--- config.mk ---
export PLATFORM = sky130hd
export DESIGN_NAME = bl_sub_integ
export DESIGN_NICKNAME = d
export VERILOG_FILES = /design/src/rtl/bl_sub_integ.sv
export SDC_FILE = /design/constraint.sdc
export NUM_CORES = 1
export LEC_CHECK = 0
export BUFFER_PORTS_ARGS = -buffer_cell sky130_fd_sc_hd__clkbuf_2
export CAP_MARGIN = 20
export CORE_UTILIZATION = 40
export CTS_BUF_LIST = sky130_fd_sc_hd__clkbuf_4 sky130_fd_sc_hd__clkbuf_8 sky130_fd_sc_hd__clkbuf_16
export CTS_CLUSTER_SIZE = 14
export DETAILED_ROUTE_END_ITERATION = 8
export GPL_TIMING_DRIVEN = 0
export PLACE_DENSITY = 0.6
export RECOVER_POWER = 25
export SLEW_MARGIN = 5
export SYNTH_ARGS = -nofsm -noshare
export SYNTH_HDL_FRONTEND = slang
export SYNTH_SLANG_ARGS = --single-unit
--- constraint.sdc ---
create_clock -name clk -period 11.47 [get_ports clk]
set_input_delay 2.294 -clock clk [delete_from_list [all_inputs] [get_ports clk]]
set_output_delay 2.294 -clock clk [all_outputs]
set_load 0.02 [all_outputs]
--- src/rtl/bl_sub_integ.sv ---
// Baseline-subtracting 4-channel event integrator with saturating accumulators.
// Optional build macro BL_CLAMP_EN: clamp negative per-sample differences to zero.
module bl_sub_integ #(
  parameter int ADC_BIT = 16,
  parameter int ACC_BIT = 32,
  parameter int MAX_LEN = 1024
) (
  input  logic                   clk,
  input  logic                   rst,
  input  logic                   bl_valid,
  input  logic [4*ADC_BIT-1:0]   bl_data,
  input  logic                   in_valid,
  input  logic [4*ADC_BIT-1:0]   din,
  output logic                   out_valid,
  output logic [4*ACC_BIT-1:0]   sum_data,
  output logic [15:0]            sample_cnt,
  output logic [3:0]             ovf,
  output logic                   trunc,
  output logic                   busy
);

  typedef enum logic [1:0] {IDLE, INTEG, FLUSH} state_t;

  localparam logic signed [ACC_BIT:0] SAT_POS = {2'b00, {(ACC_BIT-1){1'b1}}};
  localparam logic signed [ACC_BIT:0] SAT_NEG = -SAT_POS;

  state_t state, stateNext;

  logic [4*ADC_BIT-1:0]      blPend, blAct, baseSel;
  logic                      blOk;
  logic [3:0][ACC_BIT-1:0]   acc, accNext;
  logic [15:0]               cnt, cntNext;
  logic [3:0]                ovfRun, ovfHit, ovfNew;
  logic                      cntAtMax;
  logic                      load, accum, emit, emitTrunc;

  // At event start the baseline comes from the pending register, or straight
  // from bl_data when an update lands in the same cycle.
  assign baseSel  = (state == IDLE) ? (bl_valid ? bl_data : blPend) : blAct;
  assign cntNext  = (state == IDLE) ? 16'd1 : cnt + 16'd1;
  assign cntAtMax = (cntNext == 16'(MAX_LEN));
  assign ovfNew   = ((state == IDLE) ? 4'b0000 : ovfRun) | ovfHit;
  assign busy     = (state != IDLE);

  for (genvar ch = 0; ch < 4; ch++) begin : gCh
    logic [ADC_BIT-1:0]      smp, base;
    logic signed [ADC_BIT:0] diffRaw, diff;
    logic signed [ACC_BIT:0] sumW;

    assign smp     = din[ch*ADC_BIT +: ADC_BIT];
    assign base    = baseSel[ch*ADC_BIT +: ADC_BIT];
    assign diffRaw = $signed({1'b0, smp}) - $signed({1'b0, base});
`ifdef BL_CLAMP_EN
    assign diff    = diffRaw[ADC_BIT] ? '0 : diffRaw;
`else
    assign diff    = diffRaw;
`endif
    // One guard bit lets the saturation test see the unclamped sum.
    assign sumW = ((state == IDLE) ? '0 : {acc[ch][ACC_BIT-1], acc[ch]})
                + {{(ACC_BIT-ADC_BIT){diff[ADC_BIT]}}, diff};

    assign accNext[ch] = (sumW > SAT_POS) ? SAT_POS[ACC_BIT-1:0] :
                         (sumW < SAT_NEG) ? SAT_NEG[ACC_BIT-1:0] :
                                            sumW[ACC_BIT-1:0];
    assign ovfHit[ch]  = (sumW > SAT_POS) || (sumW < SAT_NEG);
  end

  always_ff @(posedge clk) begin
    if (rst) state <= IDLE;
    else     state <= stateNext;
  end

  always_comb begin
    stateNext = state;
    load      = 1'b0;
    accum     = 1'b0;
    emit      = 1'b0;
    emitTrunc = 1'b0;
    case (state)
      IDLE: begin
        if (in_valid && (blOk || bl_valid)) begin
          load = 1'b1;
          if (cntAtMax) begin
            emit      = 1'b1;
            emitTrunc = 1'b1;
            stateNext = FLUSH;
          end else begin
            stateNext = INTEG;
          end
        end
      end
      INTEG: begin
        if (in_valid) begin
          accum = 1'b1;
          if (cntAtMax) begin
            emit      = 1'b1;
            emitTrunc = 1'b1;
            stateNext = FLUSH;
          end
        end else begin
          emit      = 1'b1;
          stateNext = IDLE;
        end
      end
      FLUSH: begin
        if (!in_valid) stateNext = IDLE;
      end
      default: stateNext = IDLE;
    endcase
  end

  always_ff @(posedge clk) begin
    if (rst) begin
      blPend     <= '0;
      blAct      <= '0;
      blOk       <= 1'b0;
      acc        <= '0;
      cnt        <= '0;
      ovfRun     <= '0;
      out_valid  <= 1'b0;
      sum_data   <= '0;
      sample_cnt <= '0;
      ovf        <= '0;
      trunc      <= 1'b0;
    end else begin
      out_valid <= emit;
      if (bl_valid) begin
        blPend <= bl_data;
        blOk   <= 1'b1;
      end
      if (load) blAct <= baseSel;
      if (load || accum) begin
        acc    <= accNext;
        cnt    <= cntNext;
        ovfRun <= ovfNew;
      end
      // A truncating emit publishes the sample captured on this same edge.
      if (emit) begin
        trunc <= emitTrunc;
        if (emitTrunc) begin
          sum_data   <= accNext;
          sample_cnt <= cntNext;
          ovf        <= ovfNew;
        end else begin
          sum_data   <= acc;
          sample_cnt <= cnt;
          ovf        <= ovfRun;
        end
      end
    end
  end

endmodule
**Word level (Yosys, flattened, before mapping)**

Index checks and enable logic that the tools add are counted.

- Register bits: 429
- Bits in latches: 0
- RAM bits: 0
- Memory bits (read-only): 0
- Bits of input ports: 132
- Output and inout bits: 151
- Memories kept: 0

- $add $sub $neg: 9
- $mul: 0
- Div/mod/pow operators: 0
- Magnitude comparators: 8
- Equal/unequal tests: 6
- Shift operators: 0
- Muxes and demuxes: 35
- Bitwise gates (word level): 1
- Reduce and logical (&&, ||, !) cells: 10

Operator list:

| operator | number |
|---|---|
| $mux 32 | 8 |
| $add 33x33->33 | 4 |
| $gt 33x32->1 const B | 4 |
| $lt 33x32->1 const B | 4 |
| $mux 33 | 4 |
| $mux 128 | 1 |
| $mux 64 | 2 |
| $sub 16x16->17 | 4 |
| $mux 16 | 2 |
| $add 16x1->16 const B | 1 |
| $eq 16x11->1 const B | 1 |
| $mux 2 | 5 |
| $mux 1 | 8 |
| $mux 4 | 2 |
| $logic_or 1x1->1 | 6 |
| $pmux 2 s3 | 1 |
| $or 4x4->4 | 1 |
| $pmux 1 s2 | 2 |
| $ne 3x3->1 const B | 1 |
| $reduce_and 3->1 | 1 |
| $eq 2x1->1 const B | 1 |
| $eq 2x2->1 const B | 1 |
| $logic_not 2->1 | 1 |
| $ne 2x1->1 const B | 1 |
| other kinds (3) | 3 |

**Longest topological paths before layout**

- Depth after elaboration: 8
- Mapped depth: 37
- Gate-level depth less buffers: 30

**Worst setup path before layout**

Ideal clock, no wire load.

- Path type: input to register
- Start point: in bl_valid
- End point: reg sum_data[83]
- Arrival: 11,030 ps
- Required time: 11,336 ps
- Setup slack: 307 ps
- Cell stages on the path: 34
- Cells stage by stage: clkbuf_1 buf_1 clkbuf_1 buf_1 mux2i_1 o21ai_0 ha_1 inv_1 fa_1 a21o_1 a21oi_1 o21bai_1 a21oi_1 nor2b_1 o21a_1 o31a_1 o41ai_1 o211a_1 nor2_1 a211oi_1 ha_1 nand2_1 or3_1 or3_1 or3_1 nor2_1 nor3_1 or4_1 or4b_1 o21bai_2 nand2b_1 buf_4 buf_4 o22ai_1

- Longest elaborated chain between the ends: 8
- Elaborated cells on any way between the ends: 14

Ends and longest elaborated chain:

| what | line | RTL |
|---|---|---|
| from (decl) | 10 | `input logic bl_valid,` |
| $mux 64 * | n/a |  |
| $mux 64 * | 39 | `assign baseSel = (state == IDLE) ? (bl_valid ? bl_data : blPend) : blAct;` |
| via baseSel[32] | 29 | `logic [4*ADC_BIT-1:0] blPend, blAct, baseSel;` |
| $sub 16x16->17 * | 52 | `assign diffRaw = $signed({1'b0, smp}) - $signed({1'b0, base});` |
| $add 33x33->33 * | 60 | `+ {{(ACC_BIT-ADC_BIT){diff[ADC_BIT]}}, diff};` |
| $lt 33x32->1 | 63 | `(sumW < SAT_NEG) ? SAT_NEG[ACC_BIT-1:0] :` |
| $mux 32 | 63 |  |
| $mux 32 * | 62 | `assign accNext[ch] = (sumW > SAT_POS) ? SAT_POS[ACC_BIT-1:0] :` |
| $mux 128 * | 140 | `if (emitTrunc) begin` |
| to (signal assigned) | 141 | `sum_data <= accNext;` |
| to (decl) | 15 | `output logic [4*ACC_BIT-1:0] sum_data,` |

The timed path passes the listed nets; every way through them passes the cells marked *.
A chain may end at the register's enable or synchronous reset.

**Worst setup path in the final report**

- Start point: in bl_valid
- End point: reg acc[85] (netlist name)

- Longest elaborated chain between the ends: 7
- Elaborated cells on any way between the ends: 13

Ends and longest elaborated chain:

| what | line | RTL |
|---|---|---|
| $mux 64 * | n/a |  |
| $mux 64 * | 39 |  |
| via baseSel[32] | 29 |  |
| $sub 16x16->17 * | 52 |  |
| $add 33x33->33 * | 60 |  |
| $lt 33x32->1 | 63 |  |
| $mux 32 | 63 |  |
| $mux 32 * | 62 |  |
| to (signal assigned) | 133 | `acc <= accNext;` |
| to (decl) | 31 | `logic [3:0][ACC_BIT-1:0] acc, accNext;` |

Marks and branches as above.

==> impl_metrics.tcl <==
set metrics [dict create \
    ant_nets 0 \
    die_area_mm2 0.0727 \
    cts-root-buf "clkbuf_16" \
    place_inst 4894 \
    area_delta_synth_final_pct 15.6 \
    synthesis.area_mm2 0.0286 \
    grt_max_degree 16 \
    setup_viol 0 \
    path_common_cell "buf_2" \
    place_hpwl_um 84200 \
    postSynthAreaPerCell_um2 7.81 \
    postCtsHoldBufs 0 \
    r2r_setup_slack_ns 0.78 \
    clock.fmax_mhz 91.8 \
    fin_nets 4344 \
    synth_seq_cells 429 \
    synth_cells 3665 \
    power.density_mw_per_mm2 155 \
    place_congestion 0.992 \
    irDropWorstVdd_mv 0.116 \
    die_h_um 270 \
    p_leak_nw 13.5 \
    cp_max_fo 11 \
    start_kind "input pin" \
    rsz0062_at_grt "no" \
    routedWlPerCell_um 21.5 \
    hold_viol_final 0 \
    reg2reg_to "sum_data[69]$_SDFFE_PP0P_" \
    drive_above_1_share_pct 9.91 \
    worst_hold_slack_ns 0.462 \
    fp.dieW_um 270 \
    min_to "ovfRun[1]$_SDFFE_PP0P_" \
    synthAdderAreaFrac_pct 9.41 \
    cp_slowest_stage_delay_ns 0.55 \
    slew_violations 0 \
    fin_skew_ns 0.0269 \
    vias 29000 \
    synth_top_family_by_area "compound AO/OA/AOI/OAI gates" \
    yosys.area_share.simple_pct 20.6 \
    min_period_ns 10.90 \
    cp.required_ns 11.96 \
    finalCritPeriodShare_pct 95.0 \
    status "finished clean" \
    grt-ovfl-total 0 \
    grtUsageTotal_pct 28.4 \
    hold_depth 2 \
    core-area_mm2 0.0704 \
    timing.rr.start "state[0]$_SDFFE_PP0P_" \
    via_per_inst 5.82 \
    yosysUniqueCellTypes 102 \
    cts_tree "done" \
    cts.sinks 429 \
    endpoint_kind "flip-flop" \
    ys_seq_area_share_pct 30.0 \
    drt-total-wl_um 107000 \
    path_delay_family "compound AO/OA/AOI/OAI gates" \
    cts_buffer_depth 3 \
    clk_latency_ns 0.64 \
    synthMuxAreaShare_pct 3.06 \
    arrival_ns 11.39 \
    cts_made_buffers 50 \
    worst-r2r-cell-count 33 \
    postCtsSetupRepairBufs 0 \
    grt_pass1_wl_um 163000 \
    relSlewSlack_pct 23.2 \
    clkTransAtPathRegs_ns 0.07 \
    worstSetupPathType "input pin to flip-flop" \
    finalNonFillerCells 4989 \
    antenna_found_initial 3 \
    ios 283 \
    worst_slew_pin_slew_ns 1.15 \
    port_buffers 280 \
    rows 97 \
    drt_pre_antenna_iters 6 \
    synth_edf_count 0 \
    synth_xor_area_share_pct 4.22 \
    cap_viol_max_count 0 \
    grt_pass1_vias 27000 \
    drtIter0Drc 2538 \
    synth_compound_area_share_pct 28.4 \
    slowest_stage "or4_1" \
    synth_flop_cell "dfxtp_1" \
    hold_class "flip-flop to flip-flop" \
    drc 0 \
    ys_warn_count 0 \
    syn-num-nets 4002 \
    async_flop_share_pct 0 \
    critPathBufInv 8 \
    start_util_pct 40.7 \
    hold_start "ovfRun[1]$_SDFFE_PP0P_" \
    h-tree-depth 2 \
]
## through the flow
stage	power (mW)	worst slack (ns)	setup TNS [ns]	utilization (%)	instance area, um^2
2_1_floorplan	2.88	0.307	0	-	28600
3_3_place_gp	3.35	-2.69	-438.99	44.3	31200
3_5_place_dp	3.37	-1.49	-171.11	44.6	31400
4_1_cts	5.12	0.0672	0	47.1	33200
5_1_grt	5.40	0.0826	0	47.0	33100
6_report	5.13	0.575	0	47.0	33100
## how the worst max path moves through the flow
stage	start	to	slack [ns]	cells after the start
2_1_floorplan	bl_valid	sum_data[83]$_SDFFE_PP0P_	0.31	34
3_3_place_gp	bl_valid	acc[73]$_SDFFE_PP0P_	-2.69	33
3_5_place_dp	bl_valid	acc[78]$_SDFFE_PP0P_	-1.49	35
4_1_cts	bl_valid	acc[78]$_SDFFE_PP0P_	0.07	35
5_1_grt	bl_valid	acc[78]$_SDFFE_PP0P_	0.08	35
6_report	bl_valid	acc[85]$_SDFFE_PP0P_	0.57	35
## synthesized netlist by cell type (all sizes together) (8+ instances only)
cell	count	share of area, %
o31ai	16	0.48
o22ai	114	2.5
o211ai	32	0.86
a211o	8	0.25
a211oi	87	2.6
o21bai	26	0.69
or4	12	0.33
xnor2	103	3.2
and2	152	3.3
nand2b	22	0.49
mux2i	82	2.9
clkbuf	201	2.6
a31oi	31	0.70
nand4	28	0.61
inv	79	1.0
fa	8	0.56
ha	197	8.6
dfxtp	429	30
a221oi	35	1.1
or3	27	0.59
a21o	71	1.9
a22oi	107	2.8
buf	40	0.69
o21a	37	0.97
o41ai	9	0.34
a21oi	380	6.6
o21ai	191	3.5
or2	10	0.22
nand3	49	0.86
a21boi	18	0.47
xor2	35	1.1
nor4	22	0.48
o2111ai	9	0.28
nand2	224	2.9
nor2b	28	0.61
nor2	512	6.7
and3	28	0.61
nor3	79	1.4
## cell families after synthesis
| kind of cell | count (synthesis) |
|---|---|
| and+or+nand+nor | 1238 |
| xor gates and xnor gates | 138 |
| AOI/OAI and AO/OA | 1241 |
| adders and majority gates | 212 |
| DFF | 429 |
| buffers and inverters | 320 |
| muxes | 87 |
## what timing repair did
| item | 4_1_cts | 5_1_grt |
|---|---|---|
| resized for setup | 3 | 13 |
| endpoints found under the setup margin | 128 | 159 |
| gates cloned | 0 | 0 |
## flip-flops by register name (all words and copies together) (netlist names)
register and cells:
acc 128, blAct 64, blOk 1, blPend 64, cnt 16, out_valid 1, ovf 4, ovfRun 4
sample_cnt 16, state 2, sum_data 128, trunc 1
## power breakdown
group | total [mW] | switching [mW] | internal [mW]
clock network | 1.76 | 0.722 | 1.03
logic | 1.71 | 1.11 | 0.596
registers | 1.66 | 0.0696 | 1.59
## per-layer routing
layer / global-route usage (%) / part of all wire [%] / vias to the layer above
li1: - / - / 14100
met3: 4.35 / 6.8 / 138
met5: 0 / 0.0084 / -
met2: 45.9 / 45 / 1010
met1: 38.7 / 45 / 13800
met4: 9.15 / 3.2 / 2
## layout by cell type (no fill, tap or decap), types with 9 or more instances in the layout
master     netlist  routed
nor2b_1         28      28
clkbuf_1       201     289
nand2_1        224     224
mux2i_1         82      82
o2111ai_1        9       9
o21bai_1        25      25
nor4_1          22      22
o22ai_1        114     114
ha_1           197     197
o211ai_1        31      31
nand2b_1        21      21
a21boi_0        17      17
a21o_1          70      70
or4_1           11      11
nor2_1         512     512
o31ai_1         14      14
nand4_1         28      28
o21ai_0        176     174
inv_1           79      79
a31oi_1         30      26
o21a_1          37      37
a211oi_1        66      65
clkbuf_2         0     196
xor2_1          35      35
and3_1          28      28
o21ai_1         12      13
or2_2           10      10
or3_1           27      27
a22oi_1        107     107
nand3_1         49      49
xnor2_1        103     103
dfxtp_1        429     429
a221oi_1        34      34
clkbuf_16        0      50
buf_2           18      18
nor3_1          79      79
a211oi_2        21      22
and2_1         151     151
buf_1           17      13
a21oi_1        380     379
## worst reg2reg max path, delay by kind of cell, from the launching register on
| family | cells | cell delay [ns] |
|---|---|---|
| AOI/OAI and AO/OA | 13 | 4.39 |
| xor gates and xnor gates | 1 | 0.09 |
| adders and majority gates | 2 | 0.75 |
| buffers and inverters | 7 | 3.02 |
| DFF | 1 | 0.41 |
| and+or+nand+nor | 10 | 1.96 |
## area by class of cell
cell class | count | area (um^2)
buffer | 241 | 958
clock inverter | 28 | 393
fill | 7143 | 37300
timing repair buffer | 290 | 1430
inverter | 79 | 297
clock buffer | 65 | 1410
antenna | 1 | 2.50
multi-input combinational | 2916 | 18800
tap | 940 | 1180
sequential | 429 | 8590
No activity file was read; power rests on OpenSTA's default activity.
